--- config.mk ---
export PLATFORM = sky130hd
export DESIGN_NAME = alien_spawn_scheduler
export DESIGN_NICKNAME = d
export VERILOG_FILES = /design/src/rtl/alien_spawn_scheduler_pkg.sv /design/src/rtl/alien_spawn_scheduler_spawn_slot_fsm.sv /design/src/rtl/alien_spawn_scheduler.sv
export SDC_FILE = /design/constraint.sdc
export NUM_CORES = 1
export LEC_CHECK = 0
export BUFFER_PORTS_ARGS = -buffer_cell sky130_fd_sc_hd__buf_4
export CORE_MARGIN = 2
export CORE_UTILIZATION = 55
export DETAILED_ROUTE_END_ITERATION = 12
export PLACE_DENSITY = 0.77
export SLEW_MARGIN = 10
export SYNTH_ARGS = -nofsm -noshare
export SYNTH_HDL_FRONTEND = slang
export SYNTH_SLANG_ARGS = --single-unit
--- constraint.sdc ---
create_clock -name clk -period 4.9 [get_ports clk]
set_input_delay 0.98 -clock clk [delete_from_list [all_inputs] [get_ports clk]]
set_output_delay 0.98 -clock clk [all_outputs]
set_load 0.05 [all_outputs]
--- src/rtl/alien_spawn_scheduler_pkg.sv ---
// alien_spawn_scheduler_pkg
//   Shared types and constants for the alien spawn scheduler:
//   slot state (FREE/LAUNCH/FLYING), game state (IDLE/RUN/OVER),
//   angle width and the 16-bit Fibonacci LFSR taps (16,14,13,11).
package alien_spawn_scheduler_pkg;

    localparam int unsigned ANGLE_W   = 4;

    // Taps 16,14,13,11 mapped onto bits [15],[13],[12],[10] of a left-shifting register
    localparam logic [15:0] LFSR_TAPS = 16'hB400;

    typedef enum logic [1:0] {
        SLOT_FREE   = 2'd0,
        SLOT_LAUNCH = 2'd1,
        SLOT_FLYING = 2'd2
    } slot_state_t;

    typedef enum logic [1:0] {
        G_IDLE = 2'd0,
        G_RUN  = 2'd1,
        G_OVER = 2'd2
    } game_state_t;

    function automatic logic [15:0] lfsr_next(input logic [15:0] s);
        return {s[14:0], ^(s & LFSR_TAPS)};
    endfunction

endpackage

--- src/rtl/alien_spawn_scheduler_spawn_slot_fsm.sv ---
// spawn_slot_fsm
//   Per-slot lifecycle of one trajectory generator: FREE -> LAUNCH -> FLYING -> FREE.
//   Latches the entry angle on a grant and holds it for the whole flight,
//   reclaims the slot if the generator is not ready within LAUNCH_TIMEOUT cycles.
// Ports:
//   clk, rst_n      clock, asynchronous active-low reset
//   i_clear         force the slot FREE (game leaving RUN)
//   i_grant         spawn grant for this slot (acted on only while FREE)
//   i_angle         angle to latch on grant
//   i_ready         generator ready
//   i_collision     generator collision flag
//   i_kill          alien shot by the player
//   o_spawn         generator parked/reset (high while FREE)
//   o_active        slot occupied
//   o_free          slot grantable this cycle
//   o_life_lost     FLYING alien collided this cycle
//   o_killed        FLYING alien shot this cycle (collision has priority)
//   o_angle         held angle
module spawn_slot_fsm
    import alien_spawn_scheduler_pkg::*;
#(
    parameter int unsigned LAUNCH_TIMEOUT = 4
) (
    input  logic               clk,
    input  logic               rst_n,
    input  logic               i_clear,
    input  logic               i_grant,
    input  logic [ANGLE_W-1:0] i_angle,
    input  logic               i_ready,
    input  logic               i_collision,
    input  logic               i_kill,
    output logic               o_spawn,
    output logic               o_active,
    output logic               o_free,
    output logic               o_life_lost,
    output logic               o_killed,
    output logic [ANGLE_W-1:0] o_angle
);

    localparam int unsigned TW = (LAUNCH_TIMEOUT > 1) ? $clog2(LAUNCH_TIMEOUT) : 1;

    slot_state_t        r_state;
    slot_state_t        w_state_next;
    logic [TW-1:0]      r_timer;
    logic [ANGLE_W-1:0] r_angle;

    // State register
    always_ff @(posedge clk or negedge rst_n) begin
        if (!rst_n) begin
            r_state <= SLOT_FREE;
        end else begin
            r_state <= w_state_next;
        end
    end

    // Next-state logic
    always_comb begin
        w_state_next = r_state;
        if (i_clear) begin
            w_state_next = SLOT_FREE;
        end else begin
            case (r_state)
                SLOT_FREE: begin
                    if (i_grant) w_state_next = SLOT_LAUNCH;
                end
                SLOT_LAUNCH: begin
                    if (i_ready) begin
                        w_state_next = SLOT_FLYING;
                    end else if (r_timer == '0) begin
                        w_state_next = SLOT_FREE;
                    end
                end
                SLOT_FLYING: begin
                    if (i_collision || i_kill || !i_ready) w_state_next = SLOT_FREE;
                end
                default: w_state_next = SLOT_FREE;
            endcase
        end
    end

    // Outputs
    always_comb begin
        o_free      = (r_state == SLOT_FREE);
        o_spawn     = (r_state == SLOT_FREE);
        o_active    = (r_state != SLOT_FREE);
        o_life_lost = (r_state == SLOT_FLYING) && i_collision;
        o_killed    = (r_state == SLOT_FLYING) && !i_collision && i_kill;
    end

    // Timer is preloaded while FREE so the first LAUNCH cycle sees the full budget
    always_ff @(posedge clk or negedge rst_n) begin
        if (!rst_n) begin
            r_timer <= '0;
        end else if (r_state == SLOT_FREE) begin
            r_timer <= TW'(LAUNCH_TIMEOUT - 1);
        end else if (r_state == SLOT_LAUNCH && r_timer != '0) begin
            r_timer <= r_timer - 1'b1;
        end
    end

    always_ff @(posedge clk or negedge rst_n) begin
        if (!rst_n) begin
            r_angle <= '0;
        end else if (i_grant && !i_clear && r_state == SLOT_FREE) begin
            r_angle <= i_angle;
        end
    end

    assign o_angle = r_angle;

endmodule

--- src/rtl/alien_spawn_scheduler.sv ---
// alien_spawn_scheduler
//   Game FSM, spawn interval timer, round-robin grant, LFSR angle source and
//   lives/score bookkeeping for a bank of N_SLOTS trajectory generators.
//   Optional macro DIFFICULTY_RAMP_EN: every 8 grants the spawn period shrinks
//   by period>>3 (floor 8 cycles); entering RUN restores SPAWN_INTERVAL.
// Ports:
//   clk, rst_n      clock, asynchronous active-low reset
//   start           begin a game from IDLE or GAME_OVER
//   gen_ready       per-slot generator ready
//   gen_collision   per-slot generator collision
//   kill            per-slot alien shot
//   spawn           per-slot spawn/park
//   angle_bus       per-slot angle, slot i at [4i+3:4i]
//   active          per-slot occupied
//   lives, score    game counters
//   playing         game in RUN
//   game_over       game in OVER
module alien_spawn_scheduler
    import alien_spawn_scheduler_pkg::*;
#(
    parameter int unsigned N_SLOTS        = 4,
    parameter logic [15:0] SPAWN_INTERVAL = 16'd60,
    parameter int unsigned LAUNCH_TIMEOUT = 4,
    parameter logic [2:0]  INIT_LIVES     = 3'd3,
    parameter logic [15:0] LFSR_SEED      = 16'hACE1
) (
    input  logic                         clk,
    input  logic                         rst_n,
    input  logic                         start,
    input  logic [N_SLOTS-1:0]           gen_ready,
    input  logic [N_SLOTS-1:0]           gen_collision,
    input  logic [N_SLOTS-1:0]           kill,
    output logic [N_SLOTS-1:0]           spawn,
    output logic [ANGLE_W*N_SLOTS-1:0]   angle_bus,
    output logic [N_SLOTS-1:0]           active,
    output logic [2:0]                   lives,
    output logic [15:0]                  score,
    output logic                         playing,
    output logic                         game_over
);

    localparam int unsigned RRW = $clog2(N_SLOTS);

    game_state_t        r_game;
    game_state_t        w_game_next;
    logic [15:0]        r_lfsr;
    logic [15:0]        r_interval;
    logic [15:0]        w_reload;
    logic [RRW-1:0]     r_rr;
    logic [2:0]         r_lives;
    logic [15:0]        r_score;

    logic [N_SLOTS-1:0] w_slot_free;
    logic [N_SLOTS-1:0] w_life_lost;
    logic [N_SLOTS-1:0] w_killed;
    logic [N_SLOTS-1:0] w_grant_vec;
    logic               w_clear;
    logic               w_enter_run;
    logic               w_run_stay;
    logic               w_grant;
    logic               w_hit_hi;
    logic               w_hit_lo;
    logic [RRW-1:0]     w_idx_hi;
    logic [RRW-1:0]     w_idx_lo;
    logic [RRW-1:0]     w_grant_idx;
    logic [3:0]         w_lost_cnt;
    logic [3:0]         w_kill_cnt;
    logic [2:0]         w_lives_next;
    logic [16:0]        w_score_sum;
    logic [15:0]        w_score_next;

    // ---------------- game FSM ----------------
    always_ff @(posedge clk or negedge rst_n) begin
        if (!rst_n) begin
            r_game <= G_IDLE;
        end else begin
            r_game <= w_game_next;
        end
    end

    always_comb begin
        w_game_next = r_game;
        case (r_game)
            G_IDLE, G_OVER: if (start) w_game_next = G_RUN;
            G_RUN:          if (w_lives_next == '0) w_game_next = G_OVER;
            default:        w_game_next = G_IDLE;
        endcase
    end

    always_comb begin
        playing   = (r_game == G_RUN);
        game_over = (r_game == G_OVER);
    end

    assign w_enter_run = (r_game != G_RUN) && start;
    assign w_run_stay  = (r_game == G_RUN) && (w_game_next == G_RUN);
    assign w_clear     = (w_game_next != G_RUN);

    // ---------------- LFSR ----------------
    always_ff @(posedge clk or negedge rst_n) begin
        if (!rst_n) begin
            r_lfsr <= LFSR_SEED;
        end else begin
            r_lfsr <= lfsr_next(r_lfsr);
        end
    end

    // ---------------- round-robin grant ----------------
    // Two passes: first FREE slot at/after rr_ptr, else first FREE slot overall (wrap).
    always_comb begin
        w_hit_hi = 1'b0;
        w_hit_lo = 1'b0;
        w_idx_hi = '0;
        w_idx_lo = '0;
        for (int unsigned i = 0; i < N_SLOTS; i++) begin
            if (w_slot_free[i] && !w_hit_lo) begin
                w_hit_lo = 1'b1;
                w_idx_lo = RRW'(i);
            end
            if (w_slot_free[i] && (RRW'(i) >= r_rr) && !w_hit_hi) begin
                w_hit_hi = 1'b1;
                w_idx_hi = RRW'(i);
            end
        end
    end

    // A zero interval counter is the pending state; it holds at zero until a slot frees.
    assign w_grant_idx = w_hit_hi ? w_idx_hi : w_idx_lo;
    assign w_grant     = w_run_stay && (r_interval == '0) && w_hit_lo;

    always_comb begin
        w_grant_vec = '0;
        for (int unsigned i = 0; i < N_SLOTS; i++) begin
            w_grant_vec[i] = w_grant && (w_grant_idx == RRW'(i));
        end
    end

    always_ff @(posedge clk or negedge rst_n) begin
        if (!rst_n) begin
            r_rr <= '0;
        end else if (w_grant) begin
            r_rr <= (w_grant_idx == RRW'(N_SLOTS - 1)) ? '0 : w_grant_idx + 1'b1;
        end
    end

    // ---------------- spawn interval ----------------
`ifdef DIFFICULTY_RAMP_EN
    logic [15:0] r_period;
    logic [2:0]  r_grant_cnt;
    logic [15:0] w_period_dec;

    always_comb begin
        w_period_dec = r_period - (r_period >> 3);
        if (w_period_dec < 16'd8) w_period_dec = (r_period < 16'd8) ? r_period : 16'd8;
    end

    // The eighth grant already reloads with the shortened period
    assign w_reload = ((r_grant_cnt == 3'd7) ? w_period_dec : r_period) - 16'd1;

    always_ff @(posedge clk or negedge rst_n) begin
        if (!rst_n) begin
            r_period    <= SPAWN_INTERVAL;
            r_grant_cnt <= '0;
        end else if (w_enter_run) begin
            r_period    <= SPAWN_INTERVAL;
            r_grant_cnt <= '0;
        end else if (w_grant) begin
            r_grant_cnt <= r_grant_cnt + 1'b1;
            if (r_grant_cnt == 3'd7) r_period <= w_period_dec;
        end
    end
`else
    assign w_reload = SPAWN_INTERVAL - 16'd1;
`endif

    always_ff @(posedge clk or negedge rst_n) begin
        if (!rst_n) begin
            r_interval <= '0;
        end else if (w_enter_run) begin
            r_interval <= SPAWN_INTERVAL - 16'd1;
        end else if (w_run_stay) begin
            if (r_interval != '0) begin
                r_interval <= r_interval - 16'd1;
            end else if (w_grant) begin
                r_interval <= w_reload;
            end
        end
    end

    // ---------------- lives / score ----------------
    always_comb begin
        w_lost_cnt = '0;
        w_kill_cnt = '0;
        for (int unsigned i = 0; i < N_SLOTS; i++) begin
            w_lost_cnt = w_lost_cnt + {3'b000, w_life_lost[i]};
            w_kill_cnt = w_kill_cnt + {3'b000, w_killed[i]};
        end
        if ({1'b0, r_lives} <= w_lost_cnt) begin
            w_lives_next = '0;
        end else begin
            w_lives_next = r_lives - w_lost_cnt[2:0];
        end
        w_score_sum  = {1'b0, r_score} + {13'b0, w_kill_cnt};
        w_score_next = w_score_sum[16] ? 16'hFFFF : w_score_sum[15:0];
    end

    // Kills in the cycle that ends the game are not counted
    always_ff @(posedge clk or negedge rst_n) begin
        if (!rst_n) begin
            r_lives <= '0;
            r_score <= '0;
        end else if (w_enter_run) begin
            r_lives <= INIT_LIVES;
            r_score <= '0;
        end else if (r_game == G_RUN) begin
            r_lives <= w_lives_next;
            if (w_run_stay) r_score <= w_score_next;
        end
    end

    assign lives = r_lives;
    assign score = r_score;

    // ---------------- slot array ----------------
    for (genvar g = 0; g < N_SLOTS; g++) begin : g_slot
        spawn_slot_fsm #(
            .LAUNCH_TIMEOUT(LAUNCH_TIMEOUT)
        ) u_slot (
            .clk         (clk),
            .rst_n       (rst_n),
            .i_clear     (w_clear),
            .i_grant     (w_grant_vec[g]),
            .i_angle     (r_lfsr[ANGLE_W-1:0]),
            .i_ready     (gen_ready[g]),
            .i_collision (gen_collision[g]),
            .i_kill      (kill[g]),
            .o_spawn     (spawn[g]),
            .o_active    (active[g]),
            .o_free      (w_slot_free[g]),
            .o_life_lost (w_life_lost[g]),
            .o_killed    (w_killed[g]),
            .o_angle     (angle_bus[ANGLE_W*g +: ANGLE_W])
        );
    end

endmodule
==> results.txt, run 1 <==
status - finished, final reports clean
Pre-Repair DR Iteration Count - 5
Req. time, crit path - 5.15 ns
crit path kind - in -> reg
synth unique cells - 60
Setup Buffers After CTS - 0
CP Capture Type - register
CTS resizes - 0
H-Tree Depth - 3
area leader, netlist - dfrtp_1
CP top delay family - adder cells
skew final - 0.007262 ns
pre-CTS setup slack - 0.3205 ns
clock latency at the later pin of the worst-skew pair - 0.36 ns
Int Power - 1.184 mW
DIE HEIGHT - 95.09 um
initial DRC count - 201
FFs w/ async S/R, synth - 1.000
Routability Congestion - 0.8573
worst-case reg-to-reg path depth - 15
FMAX - 238.4 MHz
first-pass GRT wire length - 17700 um
Ys Warns - 0
placed wire-length estimate - 7257 um
worst flop-to-flop path endpoint - g_slot[0].u_slot.o_angle[0]
Worst setup SP type - input pin
area occupied by multi-input gates - 2112 um^2
Flop pwr share - 0.442
Clock Sinks - 87
Total Neg Setup Slack - 0 ns
crit share post-route - 0.8559
total number of vias - 3604
Max-Cap Viols - 0
Seq/Total Area, Yosys - 0.4793
Seq cells post-synth - 87
number of global-route vias before repair - 3634
top area cells in the synthesized netlist - dfrtp_1 (43%), mux2_2 (4.7%), dfstp_2 (4.6%), ha_1 (4.4%), a21oi_1 (3.3%)
WL/cell - 17.32 um
fin util - 0.6451
Starting Density - 0.5610
cell area power density - 358.1 nW/um^2
Period minus WS final - 4.194 ns
Worst R2R Setup Slack - 0.85 ns
Syn Nets - 468
filler instances - 650
Mean Syn Cell Area - 10.59 um^2
Slew headroom - 0.4085
fin. max-slew vios - 0
Peak supply drop - 220.2 uV
# diodes - 0
Tot GR Track Use - 0.2537
RSZ-0062 raised after global routing - no
mapped cell area - 4563 um^2
main flop type after synthesis - dfrtp_1
clock share of power - 0.287
worst-case clock buffer depth - 2
min-delay worst type - reg -> reg
crit-path max cell delay - 0.54 ns
Worst Path Arrival - 4.45 ns
Combinational Power Share - 0.272
initial antenna violation count - 0
hold_ws - 0.3576 ns
hold path start - r_lfsr[8]
DRC - 0
Cells after Synth - 431
final setup vio count - 0
hold worst-path end - r_lfsr[9]
most frequent cells in the layout - dfrtp_1 (79), buf_4 (63), inv_1 (30), a21oi_1 (30), nand2_1 (23)
reg-to-reg critical path startpoint - g_slot[1].u_slot.r_state[0]
cts bufs inserted - 9
final worst setup slack - 0.7061 ns
CTS tree - yes
Slew @ Worst Pin - 0.8844 ns
buffers and inverters on the worst path - 4
cts hold-fix bufs - 0
core area - 8134 um^2
worst path cell trace - buf_4, nand3b_1, fa_1, inv_1, ha_1, ha_1, fa_1, inv_1, fa_1, nor2b_1, o21a_1, nor2_1, buf_4, nand4_1, mux2_2
EDFF count, synth - 0
hold depth - 0
Crit Path Max Fanout - 14
Sequential Area - 2187 um^2
layout cell share with drive strength beyond 1 - 0.2582
clk slew on worst S/H paths - 0.09 ns
FP Rows - 33
Net Switching - 694.5 uW
die extent in x - 95.09 um
leakage - 2.495 nW
area delta synth->final - 15.00%
I/O pins - 60
most common cell after layout, fill and taps aside - dfrtp_1
gr ovfl total - 0
Fin. Hold Viols - 0
fin nets - 520
Final ANT Viol Nets - 0
top-area cell type share of the netlist area - 0.4332
clk root buf - clkbuf_8
Crit-path slowest cell - fa_1
sw frac - 0.3696
Buffers on Ports - 59
cell mode on critical path - fa_1
via/cell ratio - 6.078
total routed wirelength - 10270 um
Die ar. - 9041 um^2
largest net degree at the start of global routing - 58
[per-stage QoR]
stage	cells	power (mW)	instance area [um^2]
after detailed placement	577	1.347	5040
after global placement	577	1.336	5040
after floorplan	431	1.185	4563
after CTS	593	1.883	5248
final	593	1.879	5248
after global routing	593	1.987	5248
[cells in the mapped netlist (7+ instances only)]
cell,instances
a21oi_1,30
a31oi_1,12
buf_4,8
clkbuf_1,7
dfrtp_1,79
dfstp_2,8
ha_1,16
inv_1,30
mux2_2,19
nand2_1,23
nand3_1,10
nand4_1,7
nor2_1,21
nor3_1,10
o21ai_0,11
o31ai_1,14
or3_1,8
or4_1,15
[state kept, by name, summed over array words and instances (netlist names)]
name	count
r_game	2
g_slot.u_slot.r_state	8
g_slot.u_slot.r_timer	8
r_interval	16
score	16
g_slot.u_slot.o_angle	16
lives	3
r_lfsr	16
r_rr	2
[power groups by stage]
stage,combinational (mW),clock (mW),sequential (mW)
floorplan,0.312,0,0.873
global route,0.565,0.582,0.840
detailed placement,0.506,0,0.841
CTS,0.508,0.547,0.828
finish,0.510,0.539,0.830
global placement,0.497,0,0.839
[worst max path at each step]
stage,to,startpoint,depth (start not counted),slack [ns]
2_1_floorplan,score[9],gen_collision[0],15,0.66
3_3_place_gp,g_slot[2].u_slot.o_angle[3],gen_collision[0],15,0.41
3_5_place_dp,g_slot[0].u_slot.o_angle[0],gen_collision[0],15,0.32
4_1_cts,g_slot[0].u_slot.o_angle[0],gen_collision[0],15,0.71
5_1_grt,g_slot[3].u_slot.o_angle[2],gen_collision[0],15,0.50
6_report,g_slot[0].u_slot.o_angle[0],gen_collision[0],15,0.71
[routing by layer]
layer / vias to the layer above / wire length, um / global-route usage / part of all wire
li1: 1694 / - / - / -
met1: 1782 / 4548 / 0.3503 / 0.44
met2: 111 / 5046 / 0.3920 / 0.49
met3: 17 / 511 / 0.05692 / 0.050
met4: 0 / 163 / 0.09903 / 0.016
met5: - / 0 / 0 / 0
[layout make-up]
type                    instances  share of cell area
inverters                      31             0.02217
clock buffers                   9             0.02361
clock inverters                 7             0.01598
multi-input cells             290              0.4025
repair buffers                 64             0.09394
well taps                     105             0.02504
flip-flops and latches         87              0.4168
[cell families (layout without fill, tap and decap cells)]
| group | Yosys count | count (layout) | share of synthesized area |
|---|---|---|---|
| XOR/XNOR | 3 | 3 | 0.005759 |
| AND/OR/NAND/NOR | 146 | 146 | 0.1944 |
| AO/OA/AOI/OAI | 98 | 98 | 0.1412 |
| buffers and inverters | 54 | 111 | 0.05786 |
| adder cells (fa/ha/maj) | 22 | 22 | 0.07020 |
| multiplexers | 21 | 21 | 0.05128 |
| flip-flops | 87 | 87 | 0.4793 |
Power figures use the tool's default switching activity.
==> run 2: changes to the inputs <==
GPL_ROUTABILITY_DRIVEN = 1   (was default)
RECOVER_POWER = 25   (was default)
==> run 2 against run 1 <==
Effect of this change: the run now ends with max-capacitance violations, max-slew violations left; count of clock-buffer cells in the layout is the same; critical path depth is the same; die area is the same; wire length shrank 0.34%; first-iteration DRC count grew 0.50%; final area is essentially flat; register-to-register slack is essentially flat; clock skew is essentially flat; sequential share of layout area is essentially flat.
==> results.txt, run 2 (synthesized netlist as in run 1, its figures left out) <==
Period minus WS final - 4.192 ns
DIE HEIGHT - 95.09 um
via/cell ratio - 6.046
leakage - 2.492 nW
filler instances - 652
cts hold-fix bufs - 0
final setup vio count - 0
cts bufs inserted - 9
core area - 8134 um^2
Slew headroom - -0.1116
gr ovfl total - 0
H-Tree Depth - 3
Worst setup SP type - input pin
first-pass GRT wire length - 17700 um
Buffers on Ports - 59
# diodes - 0
RSZ-0062 raised after global routing - no
Total Neg Setup Slack - 0 ns
clk root buf - clkbuf_8
fin nets - 520
FP Rows - 33
cell area power density - 357.9 nW/um^2
initial antenna violation count - 0
die extent in x - 95.09 um
hold depth - 0
CTS tree - yes
Worst R2R Setup Slack - 0.85 ns
clock latency at the later pin of the worst-skew pair - 0.36 ns
DRC - 0
most frequent cells in the layout - dfrtp_1 (79), buf_4 (62), inv_1 (30), a21oi_1 (30), nand2_1 (23)
Tot GR Track Use - 0.2537
Pre-Repair DR Iteration Count - 5
FMAX - 238.5 MHz
crit path kind - in -> reg
worst-case clock buffer depth - 2
CTS resizes - 0
Max-Cap Viols - 1
total routed wirelength - 10240 um
area occupied by multi-input gates - 2112 um^2
Final ANT Viol Nets - 0
layout cell share with drive strength beyond 1 - 0.2500
I/O pins - 60
pre-CTS setup slack - 0.3205 ns
hold worst-path end - r_lfsr[9]
final worst setup slack - 0.7078 ns
Peak supply drop - 220.2 uV
WL/cell - 17.26 um
worst-case reg-to-reg path depth - 15
Fin. Hold Viols - 0
Clock Sinks - 87
Die ar. - 9041 um^2
fin. max-slew vios - 32
Slew @ Worst Pin - 1.667 ns
most common cell after layout, fill and taps aside - dfrtp_1
failing checks - max-capacitance violations, max-slew violations
Worst Path Arrival - 4.45 ns
Setup Buffers After CTS - 0
status - complete, but fails checks
area delta synth->final - 14.92%
total number of vias - 3585
skew final - 0.006772 ns
dpl cell area - 5040 um^2
hold path start - r_lfsr[8]
number of global-route vias before repair - 3634
fin util - 0.6447
hold_ws - 0.3579 ns
largest net degree at the start of global routing - 58
Starting Density - 0.5610
min-delay worst type - reg -> reg
initial DRC count - 202
placed wire-length estimate - 7257 um
Final Cell Area - 5244 um^2
clk slew on worst S/H paths - 0.09 ns
Sequential Area - 2187 um^2
Routability Congestion - 0.8573
worst flop-to-flop path endpoint - g_slot[0].u_slot.o_angle[0]
Crit Path Max Fanout - 14
reg-to-reg critical path startpoint - g_slot[1].u_slot.r_state[0]
Req. time, crit path - 5.15 ns
crit share post-route - 0.8556
CP Capture Type - register
## run 2: cell count changes in the layout (fill, tap and decap cells not counted)
cell and change:
clkbuf_1 +1, buf_4 -1, dfstp_1 +3, dfstp_2 -3
## run 2: critical path, stage by stage
cell	delay, ns
buf_4	0.10
nand3b_1	0.10
fa_1	0.54
inv_1	0.04
ha_1	0.19
ha_1	0.31
fa_1	0.39
inv_1	0.08
fa_1	0.42
nor2b_1	0.19
o21a_1	0.24
nor2_1	0.07
buf_4	0.19
nand4_1	0.23
mux2_2	0.37
## run 2: metrics by stage
step / total power [mW] / std cells
floorplan: 1.185 / 431
global placement: 1.336 / 577
detailed placement: 1.347 / 577
CTS: 1.883 / 593
global route: 1.987 / 593
finish: 1.877 / 593
## run 2: cell type report
cell class | instances | area share
multi-input cells | 290 | 0.4028
flip-flops and latches | 87 | 0.4171
repair buffers | 64 | 0.09330
well taps | 105 | 0.02505
inverters | 31 | 0.02219
clock buffers | 9 | 0.02362
clock inverters | 7 | 0.01599
## run 2: power by group
group / total (mW) / leakage (nW) / switching [mW] / internal [mW]
clock: 0.538 / 0.108 / 0.291 / 0.248
sequential: 0.830 / 1.11 / 0.0615 / 0.768
combinational: 0.509 / 1.27 / 0.341 / 0.168
## run 2: worst max path at each step
stage | from | endpoint | slack [ns] | depth (start not counted)
global route | gen_collision[0] | g_slot[3].u_slot.o_angle[2] | 0.50 | 15
global placement | gen_collision[0] | g_slot[2].u_slot.o_angle[3] | 0.41 | 15
CTS | gen_collision[0] | g_slot[0].u_slot.o_angle[0] | 0.71 | 15
detailed placement | gen_collision[0] | g_slot[0].u_slot.o_angle[0] | 0.32 | 15
finish | gen_collision[0] | g_slot[0].u_slot.o_angle[0] | 0.71 | 15
floorplan | gen_collision[0] | score[9] | 0.66 | 15
## run 2: layer usage
metal | GRT usage | vias up | share of wire
met1 | 0.3503 | 1762 | 0.44
met2 | 0.3920 | 113 | 0.49
li1 | - | 1695 | -
met3 | 0.05692 | 15 | 0.051
met4 | 0.09903 | 0 | 0.016
met5 | 0 | - | 0
==> run 3: changes to the inputs <==
ABC_AREA = 1   (was default)
PLACE_DENSITY = default   (was 0.77)
PLACE_DENSITY_LB_ADDON = 0.08   (was default)
==> run 3 against run 2 <==
Effect of this change: via count up 16%; area after synthesis grew 8.3%; critical path type unchanged; maximum frequency increased by 1.8%; utilization increased by 0.33 points; the flow still finishes with violations (max-capacitance violations, max-slew violations); global-route usage shrank 1.4 points; non-clock buffer count shrank 3; largest power group unchanged.
==> results.txt, run 3 <==
adder-cell area share of the yosys netlist - 0.06479
# diodes - 0
post-synthesis mux area share - 0
Mean Syn Cell Area - 8.038 um^2
Die ar. - 9762 um^2
WL/cell - 13.86 um
worst-case reg-to-reg path depth - 17
buffers and inverters on the worst path - 4
core area - 8721 um^2
failing checks - max-capacitance violations, max-slew violations
largest family of logic cells by synthesized area - simple AND/OR/NAND/NOR gates
H-Tree Depth - 3
DIE HEIGHT - 98.81 um
Seq/Total Area, Yosys - 0.4424
Tot GR Track Use - 0.2399
pre-CTS setup slack - 0.4163 ns
CP top delay family - adder cells
status - complete, but fails checks
post-synthesis compound-gate area fraction - 0.08808
gr ovfl total - 0
final worst setup slack - 0.7836 ns
skew final - 0.01586 ns
Simple-Gate Fraction of Synth Area - 0.2908
most frequent cells in the layout - nand2_1 (147), inv_1 (90), dfrtp_1 (79)
clk root buf - clkbuf_8
initial antenna violation count - 0
placed wire-length estimate - 7976 um
DRC - 0
via/cell ratio - 5.313
Post-Synth XOR/XNOR Area - 0.02303
mapped cell area - 4943 um^2
clk slew on worst S/H paths - 0.09 ns
top area cells in the synthesized netlist - dfrtp_1 (40%), nand2_1 (11%), inv_1 (6.8%), nand3_1 (5.5%), dfstp_2 (4.3%)
Worst R2R Setup Slack - 0.83 ns
largest net degree at the start of global routing - 47
FMAX - 242.9 MHz
most common cell after layout, fill and taps aside - nand2_1
Worst setup SP type - input pin
FFs w/ async S/R, synth - 1.000
Slew headroom - -0.6003
CTS tree - yes
worst-case clock buffer depth - 2
CP Capture Type - register
area delta synth->final - 14.30%
worst path cell trace - buf_4, nand2_1, fa_1, inv_1, ha_1, ha_1, fa_1, inv_1, fa_1, o211ai_1, nand2_1, nand2_4, nand2_1, inv_1, o21ai_0, nand2_1
leakage - 2.984 nW
crit share post-route - 0.8401
clock latency at the later pin of the worst-skew pair - 0.36 ns
reg-to-reg critical path startpoint - g_slot[0].u_slot.r_state[1]
main flop type after synthesis - dfrtp_1
Slew @ Worst Pin - 2.400 ns
cell area power density - 425.3 nW/um^2
hold worst-path end - r_lfsr[15]
crit-path max cell delay - 0.54 ns
most numerous cell in the Yosys netlist - nand2_1
Pre-Repair DR Iteration Count - 5
fin nets - 710
Worst Path Arrival - 4.42 ns
Crit Path Max Fanout - 14
total number of vias - 4176
cts bufs inserted - 9
Final ANT Viol Nets - 0
Peak supply drop - 188.4 uV
Max-Cap Viols - 1
initial DRC count - 192
Crit-path slowest cell - fa_1
filler instances - 754
Cells after Synth - 615
Starting Density - 0.5669
Setup Buffers After CTS - 0
crit path from - gen_collision[0]
min-delay worst type - reg -> reg
total power - 2.403 mW
I/O pins - 60
EDFF count, synth - 0
hold depth - 0
layout cell share with drive strength beyond 1 - 0.1681
die extent in x - 98.81 um
total routed wirelength - 10890 um
hold path start - r_lfsr[14]
Ys Warns - 0
Fin. Hold Viols - 0
RSZ-0062 raised after global routing - no
Routability Congestion - 0.8912
cts hold-fix bufs - 0
synth unique cells - 36
number of global-route vias before repair - 4093
Syn Nets - 652
Sequential Area - 2187 um^2
FP Rows - 34
Period minus WS final - 4.116 ns
first-pass GRT wire length - 18980 um
Clock Sinks - 87
area leader, netlist - dfrtp_1
Seq cells post-synth - 87
top-area cell type share of the netlist area - 0.3999
final setup vio count - 0
crit path kind - in -> reg
worst flop-to-flop path endpoint - score[7]
Total Neg Setup Slack - 0 ns
CTS resizes - 0
cell mode on critical path - nand2_1
Req. time, crit path - 5.20 ns
fin. max-slew vios - 43
Post-synth top cells - nand2_1 (147), inv_1 (90), dfrtp_1 (79)
area occupied by multi-input gates - 2307 um^2
Buffers on Ports - 59
## run 3: changes by cell type in the layout (fill, tap and decap cells not counted), moves of 7 or more
| cell | before | now |
|---|---|---|
| xor2_1 | 1 | 11 |
| nand2_1 | 23 | 147 |
| or4_1 | 15 | 0 |
| nand3_1 | 10 | 54 |
| mux2_2 | 19 | 0 |
| nand2_2 | 0 | 7 |
| inv_1 | 30 | 90 |
| a21oi_1 | 30 | 17 |
| nor2_1 | 21 | 54 |
| o31ai_1 | 14 | 0 |
| o21ai_1 | 1 | 20 |
| or3_1 | 8 | 0 |
| o21ai_0 | 11 | 34 |
| a31oi_1 | 12 | 0 |
## run 3: final cells by class
| cell class | instances | area share |
|---|---|---|
| Multi-Input combinational cell | 422 | 0.4083 |
| Tap cell | 108 | 0.02392 |
| Sequential cell | 87 | 0.3871 |
| Inverter | 92 | 0.06112 |
| Timing Repair Buffer | 61 | 0.08038 |
| Clock buffer | 10 | 0.02259 |
| Clock inverter | 6 | 0.01661 |
## run 3: how the worst max path moves through the flow
stage	endpoint	cells after the start
after floorplan	g_slot[1].u_slot.r_state[1]	15
after global placement	g_slot[1].u_slot.o_angle[2]	17
after detailed placement	score[7]	16
after CTS	score[7]	16
after global routing	score[3]	14
final	score[7]	16
## run 3: layer usage
metal | track usage | vias to the layer above | part of all wire
li1 | - | 2079 | -
met1 | 0.3288 | 1989 | 0.47
met2 | 0.3851 | 97 | 0.48
met3 | 0.04184 | 11 | 0.042
met4 | 0.08746 | 0 | 0.015
met5 | 0 | - | 0
## run 3: kinds of logic after synthesis
logic type	after synthesis
adders and majority gates	22
AOI/OAI and AO/OA	81
xor gates and xnor gates	13
DFF	87
buffers and inverters	106
and+or+nand+nor	306
## run 3: power breakdown
group          total (mW)  internal, mW  switching [mW]
logic               0.906         0.282           0.623
clock network       0.569         0.292           0.277
registers           0.929         0.822           0.107
## run 3: worst reg2reg max path: cells and delay by family, from the launching register on
kind	cells	cell delay, ns
flops	1	0.42
compound gates	2	0.34
simple gates	6	0.91
fa+ha+maj	5	1.88
buf+inv	4	0.45
## run 3: per-stage QoR
step / hold WS [ns] / cell area, um^2 / std cells / utilization
2_1_floorplan: 0.3312 / 4943 / 615 / -
3_3_place_gp: 0.3356 / 5433 / 770 / 0.6230
3_5_place_dp: 0.3433 / 5433 / 770 / 0.6230
4_1_cts: 0.3626 / 5654 / 786 / 0.6484
5_1_grt: 0.3644 / 5650 / 786 / 0.6479
6_report: 0.3595 / 5650 / 786 / 0.6479
